[src/rtl/axi4_lite_regbank_if.sv]
// AXI4-Lite slave port bundle for axi4_lite_regbank: AW/W/B write channels and AR/R read channels.
interface axi4_lite_regbank_if #(
  parameter int ADDR_WIDTH = 32,
  parameter int DATA_WIDTH = 32
);
  logic [ADDR_WIDTH-1:0]   AW_ADDR;
  logic                    AW_VALID;
  logic                    AW_READY;
  logic [DATA_WIDTH-1:0]   W_DATA;
  logic [DATA_WIDTH/8-1:0] WSTRB;
  logic                    W_VALID;
  logic                    W_READY;
  logic [1:0]              B_RESP;
  logic                    B_VALID;
  logic                    B_READY;
  logic [ADDR_WIDTH-1:0]   AR_ADDR;
  logic                    AR_VALID;
  logic                    AR_READY;
  logic [DATA_WIDTH-1:0]   R_DATA;
  logic [1:0]              R_RESP;
  logic                    R_VALID;
  logic                    R_READY;

  modport master (
    output AW_ADDR, AW_VALID, W_DATA, WSTRB, W_VALID, B_READY, AR_ADDR, AR_VALID, R_READY,
    input  AW_READY, W_READY, B_RESP, B_VALID, AR_READY, R_DATA, R_RESP, R_VALID
  );

  modport slave (
    input  AW_ADDR, AW_VALID, W_DATA, WSTRB, W_VALID, B_READY, AR_ADDR, AR_VALID, R_READY,
    output AW_READY, W_READY, B_RESP, B_VALID, AR_READY, R_DATA, R_RESP, R_VALID
  );
endinterface

[src/rtl/axi4_lite_regbank.sv]
// AXI4-Lite register bank with independent AW/W acceptance, byte strobes and SLVERR on out-of-range.
// Define AXI4_LITE_REGBANK_RO_ID_EN to make the last register a read-only ID register.
module axi4_lite_regbank #(
  parameter int ADDR_WIDTH = 32,
  parameter int DATA_WIDTH = 32,
  parameter int NUM_REGS   = 16,
  // "A4L1" is not a hex literal; A411 stands in for it
  parameter logic [DATA_WIDTH-1:0] ID_VALUE = DATA_WIDTH'(32'h0000_A411)
) (
  input  logic                           clk,
  input  logic                           resetn,
  axi4_lite_regbank_if.slave             s_axi,
  output logic [NUM_REGS*DATA_WIDTH-1:0] reg_q
);

  localparam int NB   = DATA_WIDTH / 8;
  localparam int LSB  = $clog2(NB);
  localparam int IDXW = $clog2(NUM_REGS);
  localparam logic [ADDR_WIDTH:0] LIMIT = (ADDR_WIDTH+1)'(NUM_REGS * NB);
  localparam logic [IDXW-1:0]     LAST  = IDXW'(NUM_REGS - 1);
  localparam logic [1:0] RESP_OKAY   = 2'b00;
  localparam logic [1:0] RESP_SLVERR = 2'b10;

`ifdef AXI4_LITE_REGBANK_RO_ID_EN
  localparam bit RO_ID = 1'b1;
`else
  localparam bit RO_ID = 1'b0;
`endif

  typedef enum logic [1:0] {WR_IDLE, WR_HAVE_AW, WR_HAVE_W, WR_RESP} wr_state_t;
  typedef enum logic       {RD_IDLE, RD_RESP} rd_state_t;

  wr_state_t r_wr_state, w_wr_next;
  rd_state_t r_rd_state, w_rd_next;

  logic [ADDR_WIDTH-1:0] r_aw_addr;
  logic [DATA_WIDTH-1:0] r_w_data;
  logic [NB-1:0]         r_w_strb;
  logic [DATA_WIDTH-1:0] r_regs [NUM_REGS];
  logic [1:0]            r_b_resp;
  logic [1:0]            r_r_resp;
  logic [DATA_WIDTH-1:0] r_r_data;

  logic                  w_aw_hs, w_w_hs, w_ar_hs, w_commit;
  logic [ADDR_WIDTH-1:0] w_wr_addr;
  logic [DATA_WIDTH-1:0] w_wr_data;
  logic [NB-1:0]         w_wr_strb;
  logic [IDXW-1:0]       w_wr_idx, w_rd_idx;
  logic                  w_wr_in_range, w_wr_ok, w_rd_in_range;
  logic [DATA_WIDTH-1:0] w_rd_val;

  // READY signals are pure state decodes
  assign s_axi.AW_READY = (r_wr_state == WR_IDLE) || (r_wr_state == WR_HAVE_W);
  assign s_axi.W_READY  = (r_wr_state == WR_IDLE) || (r_wr_state == WR_HAVE_AW);
  assign s_axi.AR_READY = (r_rd_state == RD_IDLE);
  assign s_axi.B_VALID  = (r_wr_state == WR_RESP);
  assign s_axi.R_VALID  = (r_rd_state == RD_RESP);
  assign s_axi.B_RESP   = r_b_resp;
  assign s_axi.R_RESP   = r_r_resp;
  assign s_axi.R_DATA   = r_r_data;

  assign w_aw_hs = s_axi.AW_VALID && s_axi.AW_READY;
  assign w_w_hs  = s_axi.W_VALID  && s_axi.W_READY;
  assign w_ar_hs = s_axi.AR_VALID && s_axi.AR_READY;

  // Whichever half arrived earlier comes from its holding register
  assign w_wr_addr = (r_wr_state == WR_HAVE_AW) ? r_aw_addr : s_axi.AW_ADDR;
  assign w_wr_data = (r_wr_state == WR_HAVE_W)  ? r_w_data  : s_axi.W_DATA;
  assign w_wr_strb = (r_wr_state == WR_HAVE_W)  ? r_w_strb  : s_axi.WSTRB;

  assign w_wr_idx      = w_wr_addr[LSB +: IDXW];
  assign w_wr_in_range = ({1'b0, w_wr_addr} < LIMIT);
  assign w_wr_ok       = w_wr_in_range && !(RO_ID && (w_wr_idx == LAST));

  assign w_rd_idx      = s_axi.AR_ADDR[LSB +: IDXW];
  assign w_rd_in_range = ({1'b0, s_axi.AR_ADDR} < LIMIT);

  always_comb begin
    w_rd_val = '0;
    if (w_rd_in_range) begin
      if (RO_ID && (w_rd_idx == LAST)) w_rd_val = ID_VALUE;
      else                             w_rd_val = r_regs[w_rd_idx];
    end
  end

  always_comb begin
    w_wr_next = r_wr_state;
    w_commit  = 1'b0;
    case (r_wr_state)
      WR_IDLE: begin
        if (w_aw_hs && w_w_hs) begin
          w_commit  = 1'b1;
          w_wr_next = WR_RESP;
        end else if (w_aw_hs) begin
          w_wr_next = WR_HAVE_AW;
        end else if (w_w_hs) begin
          w_wr_next = WR_HAVE_W;
        end
      end
      WR_HAVE_AW: begin
        if (w_w_hs) begin
          w_commit  = 1'b1;
          w_wr_next = WR_RESP;
        end
      end
      WR_HAVE_W: begin
        if (w_aw_hs) begin
          w_commit  = 1'b1;
          w_wr_next = WR_RESP;
        end
      end
      WR_RESP: begin
        if (s_axi.B_READY) w_wr_next = WR_IDLE;
      end
      default: w_wr_next = WR_IDLE;
    endcase
  end

  always_comb begin
    w_rd_next = r_rd_state;
    case (r_rd_state)
      RD_IDLE: if (s_axi.AR_VALID) w_rd_next = RD_RESP;
      RD_RESP: if (s_axi.R_READY)  w_rd_next = RD_IDLE;
      default: w_rd_next = RD_IDLE;
    endcase
  end

  always_ff @(posedge clk or negedge resetn) begin
    if (!resetn) begin
      r_wr_state <= WR_IDLE;
      r_rd_state <= RD_IDLE;
    end else begin
      r_wr_state <= w_wr_next;
      r_rd_state <= w_rd_next;
    end
  end

  always_ff @(posedge clk or negedge resetn) begin
    if (!resetn) begin
      r_aw_addr <= '0;
      r_w_data  <= '0;
      r_w_strb  <= '0;
    end else begin
      if (w_aw_hs) r_aw_addr <= s_axi.AW_ADDR;
      if (w_w_hs) begin
        r_w_data <= s_axi.W_DATA;
        r_w_strb <= s_axi.WSTRB;
      end
    end
  end

  always_ff @(posedge clk or negedge resetn) begin
    if (!resetn) begin
      for (int unsigned i = 0; i < NUM_REGS; i++) r_regs[i] <= '0;
    end else if (w_commit && w_wr_ok) begin
      for (int unsigned b = 0; b < NB; b++) begin
        if (w_wr_strb[b]) r_regs[w_wr_idx][b*8 +: 8] <= w_wr_data[b*8 +: 8];
      end
    end
  end

  // Read data samples pre-commit contents, so a same-edge write is not visible
  always_ff @(posedge clk or negedge resetn) begin
    if (!resetn) begin
      r_b_resp <= RESP_OKAY;
      r_r_resp <= RESP_OKAY;
      r_r_data <= '0;
    end else begin
      if (w_commit) r_b_resp <= w_wr_ok ? RESP_OKAY : RESP_SLVERR;
      if (w_ar_hs) begin
        r_r_data <= w_rd_val;
        r_r_resp <= w_rd_in_range ? RESP_OKAY : RESP_SLVERR;
      end
    end
  end

  for (genvar gi = 0; gi < NUM_REGS; gi++) begin : g_regq
    if (RO_ID && (gi == NUM_REGS - 1)) begin : g_id
      assign reg_q[gi*DATA_WIDTH +: DATA_WIDTH] = ID_VALUE;
    end else begin : g_rw
      assign reg_q[gi*DATA_WIDTH +: DATA_WIDTH] = r_regs[gi];
    end
  end

endmodule
[src/flat_wrapper.sv]
// flat-port wrapper written by rule: the top's interface ports become plain ports
module axi4_lite_regbank_flat 
#(
  parameter int ADDR_WIDTH = 32,
  parameter int DATA_WIDTH = 32,
  parameter int NUM_REGS   = 16,
                                                       
  parameter logic [DATA_WIDTH-1:0] ID_VALUE = DATA_WIDTH'(32'h0000_A411)
)
  (clk, resetn, reg_q, s_axi_AW_ADDR, s_axi_AW_VALID, s_axi_W_DATA, s_axi_WSTRB, s_axi_W_VALID, s_axi_B_READY, s_axi_AR_ADDR, s_axi_AR_VALID, s_axi_R_READY, s_axi_AW_READY, s_axi_W_READY, s_axi_B_RESP, s_axi_B_VALID, s_axi_AR_READY, s_axi_R_DATA, s_axi_R_RESP, s_axi_R_VALID);
  axi4_lite_regbank_if #(.ADDR_WIDTH(ADDR_WIDTH), .DATA_WIDTH(DATA_WIDTH)) s_axi_i ();
  input  logic clk;
  input  logic resetn;
  output logic [NUM_REGS*DATA_WIDTH-1:0] reg_q;
  input wire logic [$bits(s_axi_i.AW_ADDR)-1:0] s_axi_AW_ADDR;
  input wire logic [$bits(s_axi_i.AW_VALID)-1:0] s_axi_AW_VALID;
  input wire logic [$bits(s_axi_i.W_DATA)-1:0] s_axi_W_DATA;
  input wire logic [$bits(s_axi_i.WSTRB)-1:0] s_axi_WSTRB;
  input wire logic [$bits(s_axi_i.W_VALID)-1:0] s_axi_W_VALID;
  input wire logic [$bits(s_axi_i.B_READY)-1:0] s_axi_B_READY;
  input wire logic [$bits(s_axi_i.AR_ADDR)-1:0] s_axi_AR_ADDR;
  input wire logic [$bits(s_axi_i.AR_VALID)-1:0] s_axi_AR_VALID;
  input wire logic [$bits(s_axi_i.R_READY)-1:0] s_axi_R_READY;
  output wire logic [$bits(s_axi_i.AW_READY)-1:0] s_axi_AW_READY;
  output wire logic [$bits(s_axi_i.W_READY)-1:0] s_axi_W_READY;
  output wire logic [$bits(s_axi_i.B_RESP)-1:0] s_axi_B_RESP;
  output wire logic [$bits(s_axi_i.B_VALID)-1:0] s_axi_B_VALID;
  output wire logic [$bits(s_axi_i.AR_READY)-1:0] s_axi_AR_READY;
  output wire logic [$bits(s_axi_i.R_DATA)-1:0] s_axi_R_DATA;
  output wire logic [$bits(s_axi_i.R_RESP)-1:0] s_axi_R_RESP;
  output wire logic [$bits(s_axi_i.R_VALID)-1:0] s_axi_R_VALID;
  assign s_axi_i.AW_ADDR = s_axi_AW_ADDR;
  assign s_axi_i.AW_VALID = s_axi_AW_VALID;
  assign s_axi_i.W_DATA = s_axi_W_DATA;
  assign s_axi_i.WSTRB = s_axi_WSTRB;
  assign s_axi_i.W_VALID = s_axi_W_VALID;
  assign s_axi_i.B_READY = s_axi_B_READY;
  assign s_axi_i.AR_ADDR = s_axi_AR_ADDR;
  assign s_axi_i.AR_VALID = s_axi_AR_VALID;
  assign s_axi_i.R_READY = s_axi_R_READY;
  assign s_axi_AW_READY = s_axi_i.AW_READY;
  assign s_axi_W_READY = s_axi_i.W_READY;
  assign s_axi_B_RESP = s_axi_i.B_RESP;
  assign s_axi_B_VALID = s_axi_i.B_VALID;
  assign s_axi_AR_READY = s_axi_i.AR_READY;
  assign s_axi_R_DATA = s_axi_i.R_DATA;
  assign s_axi_R_RESP = s_axi_i.R_RESP;
  assign s_axi_R_VALID = s_axi_i.R_VALID;
  axi4_lite_regbank #(.ADDR_WIDTH(ADDR_WIDTH), .DATA_WIDTH(DATA_WIDTH), .NUM_REGS(NUM_REGS), .ID_VALUE(ID_VALUE)) u_core (.clk(clk), .resetn(resetn), .s_axi(s_axi_i), .reg_q(reg_q));
endmodule
[config.mk]
export PLATFORM = sky130hd
export DESIGN_NAME = axi4_lite_regbank_flat
export DESIGN_NICKNAME = d
export VERILOG_FILES = /design/src/rtl/axi4_lite_regbank_if.sv /design/src/rtl/axi4_lite_regbank.sv /design/src/flat_wrapper.sv
export SDC_FILE = /design/constraint.sdc
export NUM_CORES = 1
export LEC_CHECK = 0
export BUFFER_PORTS_ARGS = -buffer_cell sky130_fd_sc_hd__buf_2
export CORE_AREA = 2 2 260 262
export CTS_CLUSTER_DIAMETER = 100
export CTS_CLUSTER_SIZE = 20
export DETAILED_ROUTE_END_ITERATION = 7
export DIE_AREA = 0 0 262 264
export PLACE_DENSITY = 0.71
export SYNTH_ARGS = -nofsm -noshare
export SYNTH_HDL_FRONTEND = slang
export SYNTH_SLANG_ARGS = --single-unit
[constraint.sdc]
create_clock -name clk -period 5.4 [get_ports clk]
set_input_delay 1.08 -clock clk [delete_from_list [all_inputs] [get_ports clk]]
set_output_delay 1.08 -clock clk [all_outputs]
set_load 0.01 [all_outputs]
==> load_flow_metrics.sql <==
INSERT INTO impl_metrics (metric_group, metric, value, unit) VALUES
('logic_synthesis', 'synth.yosys.seq_area_share', '0.5501', ''),
('pwr', 'vdd.ir_drop.worst', '287.0', 'uV'),
('layout', 'layout.filler_cells', '5754', ''),
('run_status', 'outcome', 'completed', ''),
('cts', 'clk_pin_slew_worst_setup_hold_paths', '0.09', 'ns'),
('layout', 'synthToLayoutAreaGrowth', '19.78', '%'),
('logic_synthesis', 'synth_commonest_cells', 'dfrtp_1, mux2_2, nand2_1', ''),
('timing', 'fmax', '232.4', 'MHz'),
('floorplan', 'floorplan.die.width', '262', 'um'),
('logic_synthesis', 'synth.distinct_cells', '48', ''),
('routing', 'drt.antenna.violating_nets', '0', ''),
('cts', 'ctsResizeCount', '0', ''),
('setup_path', 'cp_data_arrival_time', '4.76', 'ns'),
('global_routing', 'grt_max_degree', '130', ''),
('timing', 'final_slew_viol_count', '0', ''),
('worst_hold_path', 'worstHoldPathType', 'flop to flop', ''),
('logic_synthesis', 'dominantRegCellSynth', 'dfrtp_1', ''),
('setup_path', 'critPathMaxFanout', '25', ''),
('flow_run', 'max_cap_violations', '0', ''),
('logic_synthesis', 'ys_seq_elements', '615', ''),
('logic_synthesis', 'yosys.area.top_type_share', '0.5501', ''),
('placed_design', 'portBuffers', '653', ''),
('logic_synthesis', 'top_count_cell_post_synth', 'dfrtp_1', ''),
('floorplan', 'design.portCount', '660', ''),
('logic_synthesis', 'synthCells', '1828', ''),
('placed_design', 'placedInstanceArea', '32410', 'um2'),
('logic_synthesis', 'netlist_area_before_placement', '27970', 'um2'),
('timing', 'rsz_0062_raised_after_global_routing', 'no', ''),
('global_routing', 'grt.overflow.total', '0', ''),
('layout', 'design_area', '33510', 'um2'),
('timing', 'worstMarginPinSlew', '1.317', 'ns'),
('pwr', 'cellLeakagePower', '18.15', 'nW'),
('routing', 'routed_wirelength', '95.60', 'mm'),
('floorplan', 'y_dimension_of_the_die', '264', 'um'),
('placed_design', 'gp_routability_congestion', '0.9032', ''),
('floorplan', 'die_area', '69170', 'um2'),
('global_routing', 'global_route.usage.total', '0.2729', ''),
('pwr', 'report.power.total', '9.909', 'mW'),
('cts', 'tritoncts', 'done', ''),
('timing', 'slew_headroom', '0.1148', ''),
('cts', 'number_of_levels_the_h_tree_was_split_into', '2', ''),
('cts', 'cts-root-buf', 'clkbuf_16', ''),
('floorplan', 'effective_utilization_at_floorplan', '0.4203', ''),
('layout', 'layout.core_utilization', '0.5034', ''),
('floorplan', 'num_rows', '95', ''),
('cts', 'maximum_count_of_clock_buffers_along_a_single_path', '3', ''),
('setup_path', 'crit_path_start_kind', 'flop', ''),
('floorplan', 'design.core.area', '66560', 'um2'),
('cts', 'post_cts.repair.setup_buffers', '0', ''),
('setup_path', 'cp-end-kind', 'flop', ''),
('setup_path', 'critical_path_class', 'flop to flop', ''),
('routing', 'drcViolationCount', '0', ''),
('logic_synthesis', 'fraction_of_registers_with_async_set_or_reset_after_synthesis', '1.000', ''),
('routing', 'dr.first_iter.drc_count', '1486', ''),
('timing', 'final.setup_skew', '0.02067', 'ns'),
('logic_synthesis', 'synth-edff-count', '0', ''),
('layout', 'finalNetCount', '2562', ''),
('cts', 'cts_hold_repair.buffers', '0', ''),
('cts', 'insertion_delay_to_the_later_sink_of_the_worst_skew_pair', '0.58', 'ns'),
('logic_synthesis', 'yosys_top_cell_by_area', 'dfrtp_1', ''),
('layout', 'layout-drive-gt1-share', '0.6129', ''),
('cts', 'number_of_buffers_added_by_the_clock_tree_synthesis_step', '38', ''),
('placed_design', 'detailedPlacementHpwl', '69.77', 'mm'),
('routing', 'drtPass1Iterations', '5', ''),
('setup_path', 'timing.critical_path.required', '5.86', 'ns'),
('logic_synthesis', 'synth_warnings', '0', ''),
('routing', 'num_vias', '19480', ''),
('global_routing', 'first_global_vias', '20620', ''),
('pwr', 'pwr_density_cell', '295.7', 'nW/um2'),
('routing', 'vias_cell', '5.828', ''),
('timing', 'setup_total_negative_slack', '0', 'ns'),
('timing', 'timing_hold_violations_final', '0', ''),
('logic_synthesis', 'netlist_top_cells_area', 'dfrtp_1, mux2_2, mux4_2', ''),
('routing', 'post_drt_wl_per_cell', '28.60', 'um'),
('timing', 'final.period_utilization', '0.7969', ''),
('cts', 'numClockSinks', '615', ''),
('logic_synthesis', 'avgSynthCellArea', '15.30', 'um2'),
('global_routing', 'global_route_wire_length_before_repair', '139.1', 'mm'),
('global_routing', 'grt_antenna_before_repair', '23', ''),
('timing', 'finalSetupViolCount', '0', ''),
('timing', 'finalWorstPathRequiredPeriod', '4.303', 'ns');
## worst max-delay path, stage by stage, from the launching register on
cell and delay, ns:
dfrtp_1 0.41, inv_1 0.13, ha_1 0.78, nor4b_4 0.39, nand4_4 0.51, a2111oi_4 0.89, nand2_1 0.61, mux2_2 0.45
## final timing paths
| kind | start | end | slack (ns) | depth (start not counted) |
|---|---|---|---|---|
| setup reg to reg | u_core.r_wr_state[1]$_DFFE_PN0P_ | u_core.reg_q[492]$_DFFE_PN0P_ | 1.10 | 7 |
| setup / recovery | u_core.r_wr_state[1]$_DFFE_PN0P_ | u_core.reg_q[492]$_DFFE_PN0P_ | 1.10 | 7 |
| hold / removal | u_core.r_aw_addr[9]$_DFFE_PN0P_ | u_core.r_aw_addr[9]$_DFFE_PN0P_ | 0.48 | 2 |
| hold reg to reg | u_core.r_aw_addr[9]$_DFFE_PN0P_ | u_core.r_aw_addr[9]$_DFFE_PN0P_ | 0.48 | 2 |
| max in group asynchronous | resetn | u_core.reg_q[146]$_DFFE_PN0P_ | 3.59 | 2 |
| min in group asynchronous | resetn | u_core.reg_q[104]$_DFFE_PN0P_ | 0.56 | 1 |
## per-stage QoR
step                      hold slack [ns]  setup slack [ns]  instances
after CTS                          0.4848             1.053       3330
final                              0.4832             1.097       3343
after floorplan                    0.4460             2.168       1829
after global routing               0.5040            0.8810       3338
after global placement             0.4620            0.9626       3283
after detailed placement           0.4638            0.9326       3283
## registers in the layout, indices dropped and copies added, names as in the netlist
name	cells
u_core.r_w_data	32
u_core.s_axi.R_VALID	1
u_core.r_w_strb	4
u_core.r_wr_state	2
u_core.s_axi.R_RESP	1
u_core.s_axi.R_DATA	32
u_core.reg_q	512
u_core.r_aw_addr	30
u_core.s_axi.B_RESP	1
## layout make-up
cell class	instances	area, um2	share of cell area
sequential	615	15390	0.4593
inverter	10	37.54	0.001120
timing repair buffer	689	3665	0.1094
antenna	13	32.53	0.0009709
clock buffer	39	975.9	0.02913
multi-input combinational	1096	12220	0.3647
tap	873	1092	0.03260
clock inverter	8	92.59	0.002763
## kinds of logic after synthesis
kind of cell	share of synthesized area
compound gates	0.04576
fa+ha+maj	0.002236
buf+inv	0.01731
flops	0.5501
mux	0.3401
other cells	0.0001341
simple gates	0.04432
## cells in the final DEF, fill, tap and decap left out, drive strengths merged, types with 2 or more instances in the layout
cell,n
nor3b,2
nand3,5
nor4,13
a22oi,66
buf,689
a22o,32
nor2,10
and2,2
mux4,128
a21oi,2
conb,2
or2,2
a2111oi,15
clkbuf,39
dfrtp,615
mux2,580
inv,13
diode,13
o32a,2
and3b,2
nand4,3
o21ai,5
clkinv,3
nor3,8
a221oi,2
mux2i,7
nor4b,2
a32oi,2
ha,5
nor2b,2
a211oi,5
nand2,187
a31oi,2
## routing by layer
layer | GRT usage | part of all wire
met5 | 0 | 0.00088
met4 | 0.09681 | 0.036
met3 | 0.06534 | 0.076
met2 | 0.4535 | 0.49
met1 | 0.3478 | 0.40
## power breakdown
part           switching (mW)  internal (mW)
Clock                    1.58           1.36
Sequential              0.151           4.86
Combinational            1.35          0.596
Note: power is estimated with default switching activity, not from simulation.
